[src/rtl/decoder_pkg.sv]
`default_nettype none
// ============================================================================
// Module  : decoder_pkg
// Brief   : Shared state encoding and mode constants for the one-hot decoder.
// Revision: 1.0 - initial release
// ============================================================================
package decoder_pkg;

    typedef enum logic [1:0] {
        IDLE = 2'd0,
        HOLD = 2'd1,
        SCAN = 2'd2
    } state_t;

    localparam logic MODE_DECODE = 1'b0;
    localparam logic MODE_SCAN   = 1'b1;

endpackage : decoder_pkg
`default_nettype wire

[src/rtl/decoder_onehot.sv]
`default_nettype none
// ============================================================================
// Module  : decoder_onehot
// Brief   : Combinational SEL_W -> 2**SEL_W one-hot decode with enable.
// Revision: 1.0 - initial release
// ============================================================================
module decoder_onehot #(
    parameter  int SEL_W = 3,
    localparam int OUT_W = 2**SEL_W
) (
    input  logic [SEL_W-1:0] sel,
    input  logic             en,
    output logic [OUT_W-1:0] y
);

    for (genvar i = 0; i < OUT_W; i++) begin : g_bit
        assign y[i] = en & (sel == SEL_W'(i));
    end

endmodule : decoder_onehot
`default_nettype wire

[src/rtl/decoder_n_seq.sv]
`default_nettype none
// ============================================================================
// Module  : decoder_n_seq
// Brief   : Registered one-hot decoder with valid/ready select and auto-scan.
//           Scan mode is present only when DECODER_SCAN_EN is defined.
// Revision: 1.0 - initial release
// ============================================================================
module decoder_n_seq
    import decoder_pkg::*;
#(
    parameter  int SEL_W   = 3,
    parameter  int DWELL_W = 8,
    localparam int OUT_W   = 2**SEL_W
) (
    input  logic               clk,
    input  logic               rst_n,
    input  logic               en,
    input  logic               mode,
    input  logic               sel_valid,
    output logic               sel_ready,
    input  logic [SEL_W-1:0]   sel,
    input  logic [DWELL_W-1:0] dwell,
    output logic [OUT_W-1:0]   y,
    output logic               y_valid,
    output logic [SEL_W-1:0]   cur_sel,
    output logic               wrap
);

    state_t             r_state;
    state_t             w_state_nxt;
    logic [SEL_W-1:0]   r_cur_sel;
    logic [SEL_W-1:0]   w_cur_sel_nxt;
    logic [OUT_W-1:0]   r_y;
    logic [OUT_W-1:0]   w_y_nxt;
    logic               r_wrap;
    logic               w_wrap_nxt;
    logic               w_accept;
    logic               w_mode_scan;
    logic               w_step;

    assign w_accept = sel_valid & sel_ready;

`ifdef DECODER_SCAN_EN
    logic [DWELL_W-1:0] r_cnt;
    logic [DWELL_W-1:0] r_dwell_q;

    assign w_mode_scan = (mode == MODE_SCAN);
    assign w_step      = (r_state == SCAN) && (r_cnt == '0);
    assign w_wrap_nxt  = en && w_step && (r_cur_sel == {SEL_W{1'b1}});

    always_ff @(posedge clk or negedge rst_n) begin
        if (!rst_n) begin
            r_cnt     <= '0;
            r_dwell_q <= '0;
        end else if (w_accept && w_mode_scan) begin
            r_cnt     <= dwell;
            r_dwell_q <= dwell;
        end else if (en && r_state == SCAN) begin
            r_cnt     <= w_step ? r_dwell_q : r_cnt - DWELL_W'(1);
        end
    end
`else
    logic w_unused_ok;

    // Without scan support every accept decodes; mode and dwell are don't-care.
    assign w_mode_scan = 1'b0;
    assign w_step      = 1'b0;
    assign w_wrap_nxt  = 1'b0;
    assign w_unused_ok = ^{mode, dwell};
`endif

    // State register
    always_ff @(posedge clk or negedge rst_n) begin
        if (!rst_n) begin
            r_state <= IDLE;
        end else begin
            r_state <= w_state_nxt;
        end
    end

    // Next-state logic; en low wins over everything
    always_comb begin
        w_state_nxt = r_state;
        if (!en) begin
            w_state_nxt = IDLE;
        end else begin
            case (r_state)
                IDLE, HOLD: begin
                    if (w_accept) begin
                        w_state_nxt = w_mode_scan ? SCAN : HOLD;
                    end
                end
                SCAN:    w_state_nxt = SCAN;
                default: w_state_nxt = IDLE;
            endcase
        end
    end

    // Output logic
    always_comb begin
`ifdef DECODER_SCAN_EN
        sel_ready = rst_n & en & (r_state != SCAN);
`else
        sel_ready = rst_n & en;
`endif
        y_valid   = (r_state != IDLE);
    end

    always_comb begin
        w_cur_sel_nxt = r_cur_sel;
        if (w_accept) begin
            w_cur_sel_nxt = sel;
        end else if (en && w_step) begin
            w_cur_sel_nxt = r_cur_sel + SEL_W'(1);
        end
    end

    // Decoding the next index keeps y a clean registered one-hot every cycle.
    decoder_onehot #(
        .SEL_W (SEL_W)
    ) u_onehot (
        .sel (w_cur_sel_nxt),
        .en  (w_state_nxt != IDLE),
        .y   (w_y_nxt)
    );

    always_ff @(posedge clk or negedge rst_n) begin
        if (!rst_n) begin
            r_cur_sel <= '0;
            r_y       <= '0;
            r_wrap    <= 1'b0;
        end else begin
            r_cur_sel <= w_cur_sel_nxt;
            r_y       <= w_y_nxt;
            r_wrap    <= w_wrap_nxt;
        end
    end

    assign y       = r_y;
    assign cur_sel = r_cur_sel;
    assign wrap    = r_wrap;

endmodule : decoder_n_seq
`default_nettype wire
[config.mk]
export PLATFORM = sky130hd
export DESIGN_NAME = decoder_n_seq
export DESIGN_NICKNAME = d
export VERILOG_FILES = /design/src/rtl/decoder_pkg.sv /design/src/rtl/decoder_onehot.sv /design/src/rtl/decoder_n_seq.sv
export SDC_FILE = /design/constraint.sdc
export NUM_CORES = 1
export LEC_CHECK = 0
export CORE_MARGIN = 5
export CORE_UTILIZATION = 30
export DETAILED_ROUTE_END_ITERATION = 7
export PLACE_DENSITY = 0.74
export SYNTH_ARGS = -nofsm -noshare
export SYNTH_HDL_FRONTEND = slang
export SYNTH_SLANG_ARGS = --single-unit
[constraint.sdc]
create_clock -name clk -period 2.9 [get_ports clk]
set_clock_uncertainty 0.15 [all_clocks]
set_input_delay 0.58 -clock clk [delete_from_list [all_inputs] [get_ports clk]]
set_output_delay 0.58 -clock clk [all_outputs]
set_load 0.005 [all_outputs]
Word-level counts from Yosys, hierarchy flattened. Index checks and enable logic that the tools add are counted.

Input bits: 16. Register bits after elaboration: 13. Output and inout bits: 14.

Equality and inequality tests: 9. Reduce and logical (&&, ||, !) cells: 5. Bitwise gates (word level): 10. Muxes and demuxes: 4.

Operators with widths (count): $eq 3x3->1 const B (4); $and 1x1->1 (10); $eq 3x2->1 const B (2); $mux 2 (2); $pmux 2 s2 (1); $reduce_bool 2->1 (2); $eq 3x1->1 const B (1); $logic_not 3->1 (1); $mux 3 (1); $eq 2x1->1 const B (1); $eq 2x2->1 const B (1); $logic_not 2->1 (1); $reduce_or 2->1 (1).

Longest topological paths before layout. Gate-level depths: netlist of the first run.

Word-level depth: 7. Mapped depth: 3. Depth with buffers taken out: 3.

By module. Synthesis of the first run repeated with hierarchy kept, for this count alone.

Cell total of the unflattened synthesis: 36. Area total of the unflattened synthesis: 530.5 um2.

By module, submodules not included: decoder_n_seq (instances 1, sequential area each 325.3 um2, cells an instance 28, area an instance 434.2 um2); decoder_onehot (instances 1, sequential area each 0.0 um2, cells an instance 8, area an instance 96.3 um2).

Worst setup path before layout of the first run. OpenSTA, ideal clock, no wires.

Path type: input to output. Start point: input port rst_n. End point: output port sel_ready. Required time: 2.170 ns. Stages on the path: 1. Arrival: 0.753 ns. Slack: 1.417 ns. Cell sequence: and2_2.

Cells in the longest elaborated chain, start to end: 1.

RTL lines: start: declaration (RTL line decoder_n_seq.sv:16) `input logic rst_n,`; $and 1x1->1 (RTL line decoder_n_seq.sv:104) `sel_ready = rst_n & en;`; end: declaration (RTL line decoder_n_seq.sv:20) `output logic sel_ready,`.

No other way between the ends.

Worst setup path in the final report of the first run. Same ends and word-level chain as after synthesis.

==> results.cfg, run 1 <==
[pwr]
clockPowerShare_pct = 26.8
p_leak_uw = 0.000384
peakVddDrop_uv = 273
pwr-share-comb_pct = 23.4
power_frac_seq_pct = 49.8
p_int_uw = 306
p_total_uw = 412
p_sw_share_pct = 25.8
powerDensity_nw_per_um2 = 481
p_sw_uw = 106

[outcome]
status = completed

[critical_path]
reg2reg_from = r_state[0]
r2r_cells = 3
ff2ff_setup_slack_ns = 1.55
critPathKind = input pin to output port
crit_required_ns = 2.17
critPathLaunchType = input pin
crit_fanout = 2
r2r_end = y[3]
worstPathArrival_ns = 1.67
end_kind = output port

[hold_path]
min_path_cells = 1
hold_path_class = flop to flop
hold_start = r_state[0]
hold_end = r_state[1]

[global_routing]
grt_pass1_vias = 437
grt_pass1_wl_um = 1930
grt_usage_pct = 9.22
overflow = 0
antenna_found_initial = 0
grt_max_degree = 19

[clocking]
cts-resized-gates = 0
htree_levels = 1
clk_pin_slew_ns = 0.08
root_buffer = clkbuf_4
numCtsBuffers = 3
cts.sinks = 13
cts_hold_buf = 0
post-cts-setup-buffers = 0
insertion_delay_ns = 0.27
cts_buffer_depth = 2
cts_tree = yes

[placement]
place_inst = 99
pre_cts_ws_ns = 0.497
place_hpwl_um = 866
portBuffers = 19
place.gp.congestion = 0.752

[logic_synthesis]
synth_warnings = 0
synth_area_per_cell_um2 = 11.5
yosysSeqAreaShare_pct = 54.3
yosys.cell_types.count = 23
syn_area_um2 = 599
syn-num-nets = 68
netlist_instances = 52
ys_ff_latch = 13

[timing]
period_minus_slack_ns = 2.40
finalCritPeriodShare_pct = 82.7
maxSlewViolCount = 0
hold_violations = 0
rsz0062_at_grt = no
fmax_mhz = 417
setup_viol = 0
tns_ns = 0
fin_ws_ns = 0.503

[layout]
area_growth_pct = 43.0
fin_nets = 93
drive_gt1_share_pct = 21.1
antenna_cells = 0
multiInputGateArea_um2 = 267
final_cell_count_no_fill = 103
regArea_um2 = 325
final_util_pct = 44.1
fillers = 196

[routing]
vias = 457
drt-total-wl_um = 1090
drtAntennaViolNets = 0
wl_per_cell_um = 10.6
dr.pass1.iters = 2
drtIter0Drc = 4
drc = 0
viasPerCell = 4.44

[flow_run]
maxCapViolCount = 0

[die]
ios = 30
die_y_um = 54.7
start_util_pct = 30.9
num_rows = 16
die_w_um = 54.7
die_area_um2 = 2990
core_um2 = 1940
registers in the layout, indices dropped and copies added, names as in the netlist:
| signal | cells |
|---|---|
| r_state | 2 |
| cur_sel | 3 |
| y | 8 |
Yosys cell counts, drive strengths merged:
| library cell | number | area share [%] |
|---|---|---|
| dfrtp | 13 | 54 |
| nor2 | 7 | 4.8 |
| mux2 | 4 | 8.1 |
| nand2 | 4 | 2.5 |
| nor2b | 4 | 4.2 |
| nor3 | 4 | 4.2 |
| mux2i | 3 | 5.0 |
| nand3 | 2 | 3.8 |
| or2 | 2 | 2.5 |
| a211o | 1 | 1.7 |
| a21boi | 1 | 1.3 |
| a21oi | 1 | 0.83 |
| and2 | 1 | 1.3 |
| and3 | 1 | 1.0 |
| buf | 1 | 1.3 |
| conb | 1 | 0.63 |
| nor3b | 1 | 1.3 |
| o2111ai | 1 | 1.5 |
power groups by stage:
stage / clock network, µW / registers [µW] / logic, µW
after floorplan: 0 / 208 / 46.5
after global placement: 0 / 208 / 96.1
after detailed placement: 0 / 209 / 98.1
after CTS: 115 / 205 / 98.6
after global routing: 122 / 208 / 107
final: 110 / 205 / 96.5
critical path, stage by stage:
cell and delay, ns:
clkdlybuf4s50_1 0.47, and2_2 0.13, clkdlybuf4s50_1 0.49
stage by stage:
stage,area [µm²],hold WS [ns]
3_3_place_gp,831,0.332
2_1_floorplan,599,0.134
6_report,857,0.378
4_1_cts,857,0.367
5_1_grt,857,0.390
3_5_place_dp,831,0.358
cell type report:
| cell class | count | area share, % |
|---|---|---|
| flip-flops and latches | 13 | 38.0 |
| multi-input cells | 38 | 31.1 |
| clock buffers | 4 | 3.07 |
| well taps | 27 | 3.94 |
| repair buffers | 21 | 23.9 |
routing by layer:
layer	vias to the layer above	GRT usage (%)	share of wire, %
li1	223	-	-
met1	211	9.60	40
met2	18	15.4	49
met3	5	3.27	8.5
met4	0	6.22	2.7
met5	-	0	0
placed cells by master, fill, tap and decap left out, types with 2 or more instances in the layout:
master,count
clkdlybuf4s50_1,19
dfrtp_1,13
nor2_1,6
nand2_1,4
nor2b_1,4
mux2_2,3
mux2i_1,3
nor3_1,3
clkbuf_4,3
buf_4,2
worst max path at each step:
stage	start	endpoint	slack, ns	depth (start not counted)
final	rst_n	sel_ready	0.50	3
after global routing	en	sel_ready	0.47	3
after CTS	en	sel_ready	0.50	3
after detailed placement	en	sel_ready	0.50	3
after global placement	rst_n	sel_ready	0.50	3
after floorplan	rst_n	sel_ready	1.42	1
logic make-up (layout without fill, tap and decap cells):
logic type      Yosys count  after routing  synth area share [%]
simple gates             26             26                  25.5
flops                    13             13                  54.3
mux                       7              7                  13.2
compound gates            4              4                  5.22
other cells               1              1                 0.626
buf+inv                   1             25                  1.25
No activity file was read; power rests on OpenSTA's default activity.
==> inputs of run 2 (changes only) <==
Clock period 2.9 ns to 2.34 ns, I/O delays scaled along.
==> results.cfg, run 2 (synthesis gave the netlist of run 1 again) <==
[layout]
antenna_cells = 0
regArea_um2 = 325
final_common_cell = clkdlybuf4s50_1
multiInputGateArea_um2 = 267
layout_common_cells = 19 x clkdlybuf4s50_1, 13 x dfrtp_1, 6 x nor2_1
fin_nets = 93
drive_gt1_share_pct = 21.1
largest_reg_flops = 8
area_growth_pct = 43.0
fillers = 195
final_cell_count_no_fill = 103

[critical_path]
crit_start = rst_n
worstPathArrival_ns = 1.55
end_kind = output port
crit_fanout = 2
critPathLaunchType = input pin
r2r_end = y[3]
critPathKind = input pin to output port
r2r_cells = 3
reg2reg_from = r_state[0]
crit_required_ns = 1.72
ff2ff_setup_slack_ns = 0.99

[timing]
maxSlewViolCount = 0
fmax_mhz = 460
setup_viol = 0
rsz0062_at_grt = no
fin_ws_ns = 0.167
finalCritPeriodShare_pct = 92.8
holdWs_ns = 0.368
hold_violations = 0
tns_ns = 0
period_minus_slack_ns = 2.17

[clocking]
htree_levels = 1
insertion_delay_ns = 0.27
numCtsBuffers = 3
cts_tree = yes
cts_buffer_depth = 2
cts_hold_buf = 0
root_buffer = clkbuf_4
clk_pin_slew_ns = 0.07
post-cts-setup-buffers = 0
cts.sinks = 13
cts-resized-gates = 0

[global_routing]
grt_max_degree = 19
grt_pass1_vias = 426
antenna_found_initial = 0
grt_pass1_wl_um = 1840
overflow = 0
grt_usage_pct = 8.82

[pwr]
p_sw_uw = 124
p_leak_uw = 0.000384
p_int_uw = 379
peakVddDrop_uv = 402
clockPowerShare_pct = 25.4
powerDensity_nw_per_um2 = 586
pwr-share-comb_pct = 23.9
p_sw_share_pct = 24.6
p_total_uw = 503
power_frac_seq_pct = 50.7

[routing]
routed.top_layer = met4
dr_wl_met2_um = 515
vias = 444
wl_met1_um = 426
drt-total-wl_um = 1080
dr.pass1.iters = 4
drtAntennaViolNets = 0
routed-wl-met3_um = 112
drc = 0
viasPerCell = 4.31
wl_per_cell_um = 10.4
drtIter0Drc = 5

[placement]
place_hpwl_um = 871
place.gp.congestion = 0.751
place_inst = 99
pre_cts_ws_ns = 0.161
portBuffers = 19

[die]
num_rows = 16
core_um2 = 1940
die_y_um = 54.7
die_area_um2 = 2990
ios = 30
start_util_pct = 30.9
die_w_um = 54.7

[hold_path]
hold_start = r_state[1]
hold_end = r_state[0]
hold_path_class = flop to flop
min_path_cells = 1

[flow_run]
maxCapViolCount = 0

[outcome]
status = completed
-- run 2: cell counts in the layout (fill, tap and decap cells not counted) --
Identical to the previous run, type by type.
-- run 2: per-stage QoR --
step	utilization (%)	area, µm²
after floorplan	-	599
after global placement	42.8	831
after detailed placement	42.8	831
after CTS	44.1	857
after global routing	44.1	857
final	44.1	857
-- run 2: cell type report --
| class | instances | share of cell area, % |
|---|---|---|
| multi-input cells | 38 | 31.1 |
| well taps | 27 | 3.94 |
| flip-flops and latches | 13 | 38.0 |
| clock buffers | 4 | 3.07 |
| repair buffers | 21 | 23.9 |
-- run 2: metal layers --
metal	up-vias	GRT usage, %
li1	223	-
met4	0	3.73
met5	-	0
met1	201	9.27
met2	18	14.6
met3	2	4.63
-- run 2: how the worst max path moves through the flow --
stage               cells past startpoint  slack [ns]   endpoint
detailed placement                      3        0.16  sel_ready
global route                            3        0.13  sel_ready
floorplan                               3        1.02       y[3]
global placement                        3        0.16  sel_ready
finish                                  3        0.17  sel_ready
CTS                                     3        0.16  sel_ready
-- run 2: worst max-delay path: stages --
cell             delay (ns)
clkdlybuf4s50_1        0.47
and2_2                 0.13
clkdlybuf4s50_1        0.49
-- run 2: power groups by stage --
| stage | Combinational (µW) | Clock (µW) | Sequential, µW |
|---|---|---|---|
| CTS | 123 | 134 | 255 |
| global placement | 119 | 0 | 257 |
| detailed placement | 122 | 0 | 259 |
| finish | 120 | 127 | 255 |
| floorplan | 57.6 | 0 | 258 |
| global route | 133 | 144 | 257 |
==> patch 1, RTL diff (config.mk and constraints of run 1) <==
`SEL_W` is set to 3 in 2 places; all go to 2.
--- a/src/rtl/decoder_onehot.sv
+++ b/src/rtl/decoder_onehot.sv
@@ -6,5 +6,5 @@
 // ============================================================================
 module decoder_onehot #(
-    parameter  int SEL_W = 3,
+    parameter  int SEL_W = 2,
     localparam int OUT_W = 2**SEL_W
 ) (
--- a/src/rtl/decoder_n_seq.sv
+++ b/src/rtl/decoder_n_seq.sv
@@ -9,5 +9,5 @@
     import decoder_pkg::*;
 #(
-    parameter  int SEL_W   = 3,
+    parameter  int SEL_W   = 2,
     parameter  int DWELL_W = 8,
     localparam int OUT_W   = 2**SEL_W
Interface: changed (resized cur_sel, sel and y); port bits go from 30 to 24. No check against the original RTL was run, so the function may have changed too.
==> patch 1 against run 1 <==
- global-route usage down 1.4 points
- final cell count fell by 34%
- total power decreased by 37%
- via count shrank 29%
- setup slack improved by 0.00092 ns
- synthesized cell count is 29% lower
- wire length fell by 31%
- first-iteration DRC count is 50% higher
- largest cell class unchanged
- cell area is 36% lower
- sequential cell count is 5 lower
- highest routed layer is now met3
- area after synthesis fell by 38%
- worst hold slack gained 0.0075 ns
==> patch 1: results (changes against run 1) <==
cells_and_area:
  drive_gt1_share_pct: 9.26  # -12 points
  largest_register_ffs: 4  # -4
place:
  hpwl_um: 606  # -30%
  placed_cells: 65  # -34%
  post-place-ws_ns: 0.491  # -0.00575 ns
  place_congestion: 0.805  # +7.1%
  place_area_sq_um: 529  # -36%
  port_buffers: 13  # -6
power_and_ir_drop:
  switching_share_pct: 23.9  # -1.9 points
global_routing:
  use_met2_pct: 13.3  # -2.1 points
  grt_max_degree: 13  # -6
  use_met3_pct: 4.78  # +1.5 points
  grtUsageMet1_pct: 8.21  # -1.4 points
  grt_use_total_pct: 7.84  # -1.4 points
  grt_pass1_wl_um: 1120  # -42%
  grt_pass1_vias: 281  # -36%
synth:
  ys_types: 20  # -13%
  synthMuxAreaShare_pct: 3.01  # -10 points
  ys_seq_area_share_pct: 53.5  # -0.77 points
  netlist_instances: 37  # -29%
  synthesis.nets: 52  # -24%
  synth_area_leaders: "dfrtp_1 (54%), nand2_1 (6.0%), a21boi_1 (4.0%)"
  synthXorXnorAreaFrac_pct: 2.34  # +2.3 points
cts:
  insertion_delay_ns: 0.25  # -0.02 ns
  clk_pin_slew_ns: 0.06  # -0.02 ns
outcome:
  status: "finished, final reports clean"
drt:
  routedWlPerCell_um: 11.0  # +4.2%
  drt_iter0_drc: 6  # +2
[patch 1: cell count changes after synthesis, moves of 2 or more]
cell and delta:
o22ai_1 +2, nor2b_1 -4, mux2i_1 -3, nand2_1 +2, mux2_2 -3, dfrtp_1 -5, nor3_1 -3, nor2_1 -4
nand4_1 +2
[patch 1: area by class of cell]
cell class / count / area, sq um
fill: 118 / 589
sequential: 8 / 200
multi-input combinational: 27 / 163
timing repair buffer: 15 / 145
clock buffer: 3 / 22.5
tap: 14 / 17.5
inverter: 1 / 3.75
[patch 1: cell families (layout without fill, tap and decap cells)]
logic type	count (synthesis)	count (layout)
other	1	1
AO/OA/AOI/OAI	6	6
buffers and inverters	2	19
AND/OR/NAND/NOR	18	18
flip-flops	8	8
XOR/XNOR	1	1
multiplexers	1	1
[patch 1: per-layer routing]
| metal | share of wire, % | vias to the layer above |
|---|---|---|
| met1 | 45 | 152 |
| met5 | 0 | - |
| met3 | 8.5 | 0 |
| li1 | - | 165 |
| met4 | 0 | 0 |
| met2 | 47 | 8 |
[patch 1: power groups by stage]
stage | registers (mW) | clock network, mW | logic (mW)
6_report | 0.128 | 0.0822 | 0.0494
5_1_grt | 0.130 | 0.0904 | 0.0544
4_1_cts | 0.128 | 0.0861 | 0.0502
3_5_place_dp | 0.130 | 0 | 0.0501
3_3_place_gp | 0.130 | 0 | 0.0494
2_1_floorplan | 0.129 | 0 | 0.0170
[patch 1: worst max-delay path by stage]
stage,from,slack (ns),depth (start not counted),endpoint
final,rst_n,0.50,3,sel_ready
after floorplan,rst_n,1.45,1,sel_ready
after detailed placement,en,0.49,3,sel_ready
after CTS,rst_n,0.49,3,sel_ready
after global placement,rst_n,0.49,3,sel_ready
after global routing,en,0.45,3,sel_ready
==> patch 2, RTL diff (flow settings as in run 1) <==
Made on the original files. Re-encode `state_t` (3 states) as one-hot, 3 bits wide.
--- a/src/rtl/decoder_pkg.sv
+++ b/src/rtl/decoder_pkg.sv
@@ -7,8 +7,8 @@
 package decoder_pkg;
 
-    typedef enum logic [1:0] {
-        IDLE = 2'd0,
-        HOLD = 2'd1,
-        SCAN = 2'd2
+    typedef enum logic [2:0] {
+        IDLE = 3'b001,
+        HOLD = 3'b010,
+        SCAN = 3'b100
     } state_t;
 
Check against the original RTL: no difference found for any inputs over 10 cycles, from zero or initial values and one cycle with rst_n low; not proved beyond that.
==> patch 2 against run 1 <==
- total power increased by 8.8%
- combinational power decreased by 5.5%
- critical endpoint unchanged
- setup slack got worse by 0.17 ns
- sequential cell count increased by 1
- largest cell class unchanged
- sequential share of layout area increased by 1.0 points
- wire length increased by 7.7%
- area after synthesis increased by 7.1%
- cell area increased by 5.3%
==> patch 2: results (changes against run 1) <==
setup_path:
  timing.rr.start: "r_state[0]"
  path_delay_family: "buffers and inverters"
  rr_endpoint: "y[1]"
  cp.arrival_ns: 1.83  # +0.16 ns
  cpPeakStageDelay_ns: 0.56  # +0.07 ns
  cp_max_fo: 4  # +2
  regToRegSetupSlack_ns: 1.44  # -0.11 ns
place:
  port_buffers: 19  # unchanged
  place_congestion: 0.828  # +10%
  post-place-ws_ns: 0.325  # -0.172 ns
  hpwl_um: 917  # +5.9%
power_and_ir_drop:
  internal-power_uw: 337  # +10%
  max-vdd-ir-drop_v: 0.000284  # +4.0%
  p_leak_nw: 0.376  # -1.8%
synth:
  synth_common_cells: "dfrtp_1 (13), nor3_1 (9), a31oi_1 (4), mux2_2 (4)"
  synth_area_leaders: "dfrtp_1 (51%), nor3_1 (7.0%), mux2_2 (7.0%)"
  synth_warnings: 0  # unchanged
  synth_flop_cell: "dfrtp_1"
  synthMuxAreaShare_pct: 10.9  # -2.2 points
  yosys.area_share.adder_pct: 0  # unchanged
  synthXorXnorAreaFrac_pct: 0  # unchanged
  async_flop_share_pct: 100  # unchanged
  ys_seq_area_share_pct: 54.8  # +0.50 points
  synth-compound-area-share_pct: 8.77  # +3.6 points
cts:
  cts_max_level: 1  # unchanged
  insertion_delay_ns: 0.27  # about the same
  ctsHoldBuffers: 0  # unchanged
  cts_setup_buffers: 0  # unchanged
  post_cts_resized: 0  # unchanged
  clk_pin_slew_ns: 0.08  # about the same
  cts_buffer_depth: 2  # unchanged
worst_hold_path:
  hold_path_class: "register to register"
  whs_path_depth: 1  # unchanged
  holdCritStartpoint: "r_state[2]"
cells_and_area:
  drive_gt1_share_pct: 20.0  # -1.1 points
  n_fill_cell: 206  # +5.1%
  largest_register_ffs: 8  # unchanged
  diodes: 0  # unchanged
  nets: 92  # -1.1%
timing:
  hold_viol: 0  # unchanged
global_routing:
  grt_pass1_vias: 436  # -0.23%
  grt_use_total_pct: 8.00  # -1.2 points
  grt_max_degree: 22  # +3
  grt_pass1_wl_um: 1980  # +2.9%
drt:
  routedWlPerCell_um: 11.5  # +8.7%
  vias: 469  # +2.6%
  drt-pass1-iter-count: 4  # +2
  drt_iter0_drc: 4  # unchanged
outcome:
  status: "finished, final reports clean"
[patch 2: cells by family after synthesis]
logic type             after synthesis
multiplexers                         6
flip-flops                          14
AND/OR/NAND/NOR                     22
buffers and inverters                3
AO/OA/AOI/OAI                        6
other                                1
[patch 2: cell type report]
cell class	count	area (sq um)	share of cell area, %
timing repair buffer	20	198	21.9
tap	27	33.8	3.74
sequential	14	352	39.0
clock buffer	4	36.3	4.02
inverter	2	7.51	0.832
multi-input combinational	35	275	30.5
[patch 2: metal layers]
layer  vias to the layer above  track usage, %  wire [um]
met5                         -               0          0
met4                         0            5.08         12
met3                         2            1.83         77
met2                        15            11.4        526
met1                       210            10.8        560
li1                        242               -          -
[patch 2: worst max-delay path by stage]
stage,startpoint,end,slack [ns],cells after the start
floorplan,r_state[0],y_valid,1.18,1
global placement,en,sel_ready,0.32,3
detailed placement,en,sel_ready,0.32,3
CTS,en,sel_ready,0.32,3
global route,en,sel_ready,0.30,3
finish,en,sel_ready,0.34,3
[patch 2: power by group through the flow]
stage / combinational (mW) / clock, mW / sequential [mW]
floorplan: 0.0425 / 0 / 0.223
global placement: 0.0898 / 0 / 0.224
detailed placement: 0.0921 / 0 / 0.224
CTS: 0.0926 / 0.142 / 0.221
global route: 0.0994 / 0.153 / 0.224
finish: 0.0912 / 0.137 / 0.221
[patch 2: per-stage QoR]
| stage | power, mW | cell area (sq um) | hold WS, ns | cells |
|---|---|---|---|---|
| 2_1_floorplan | 0.266 | 642 | 0.134 | 52 |
| 3_3_place_gp | 0.314 | 866 | 0.343 | 98 |
| 3_5_place_dp | 0.317 | 866 | 0.350 | 98 |
| 4_1_cts | 0.455 | 902 | 0.361 | 102 |
| 5_1_grt | 0.476 | 902 | 0.415 | 102 |
| 6_report | 0.449 | 902 | 0.364 | 102 |
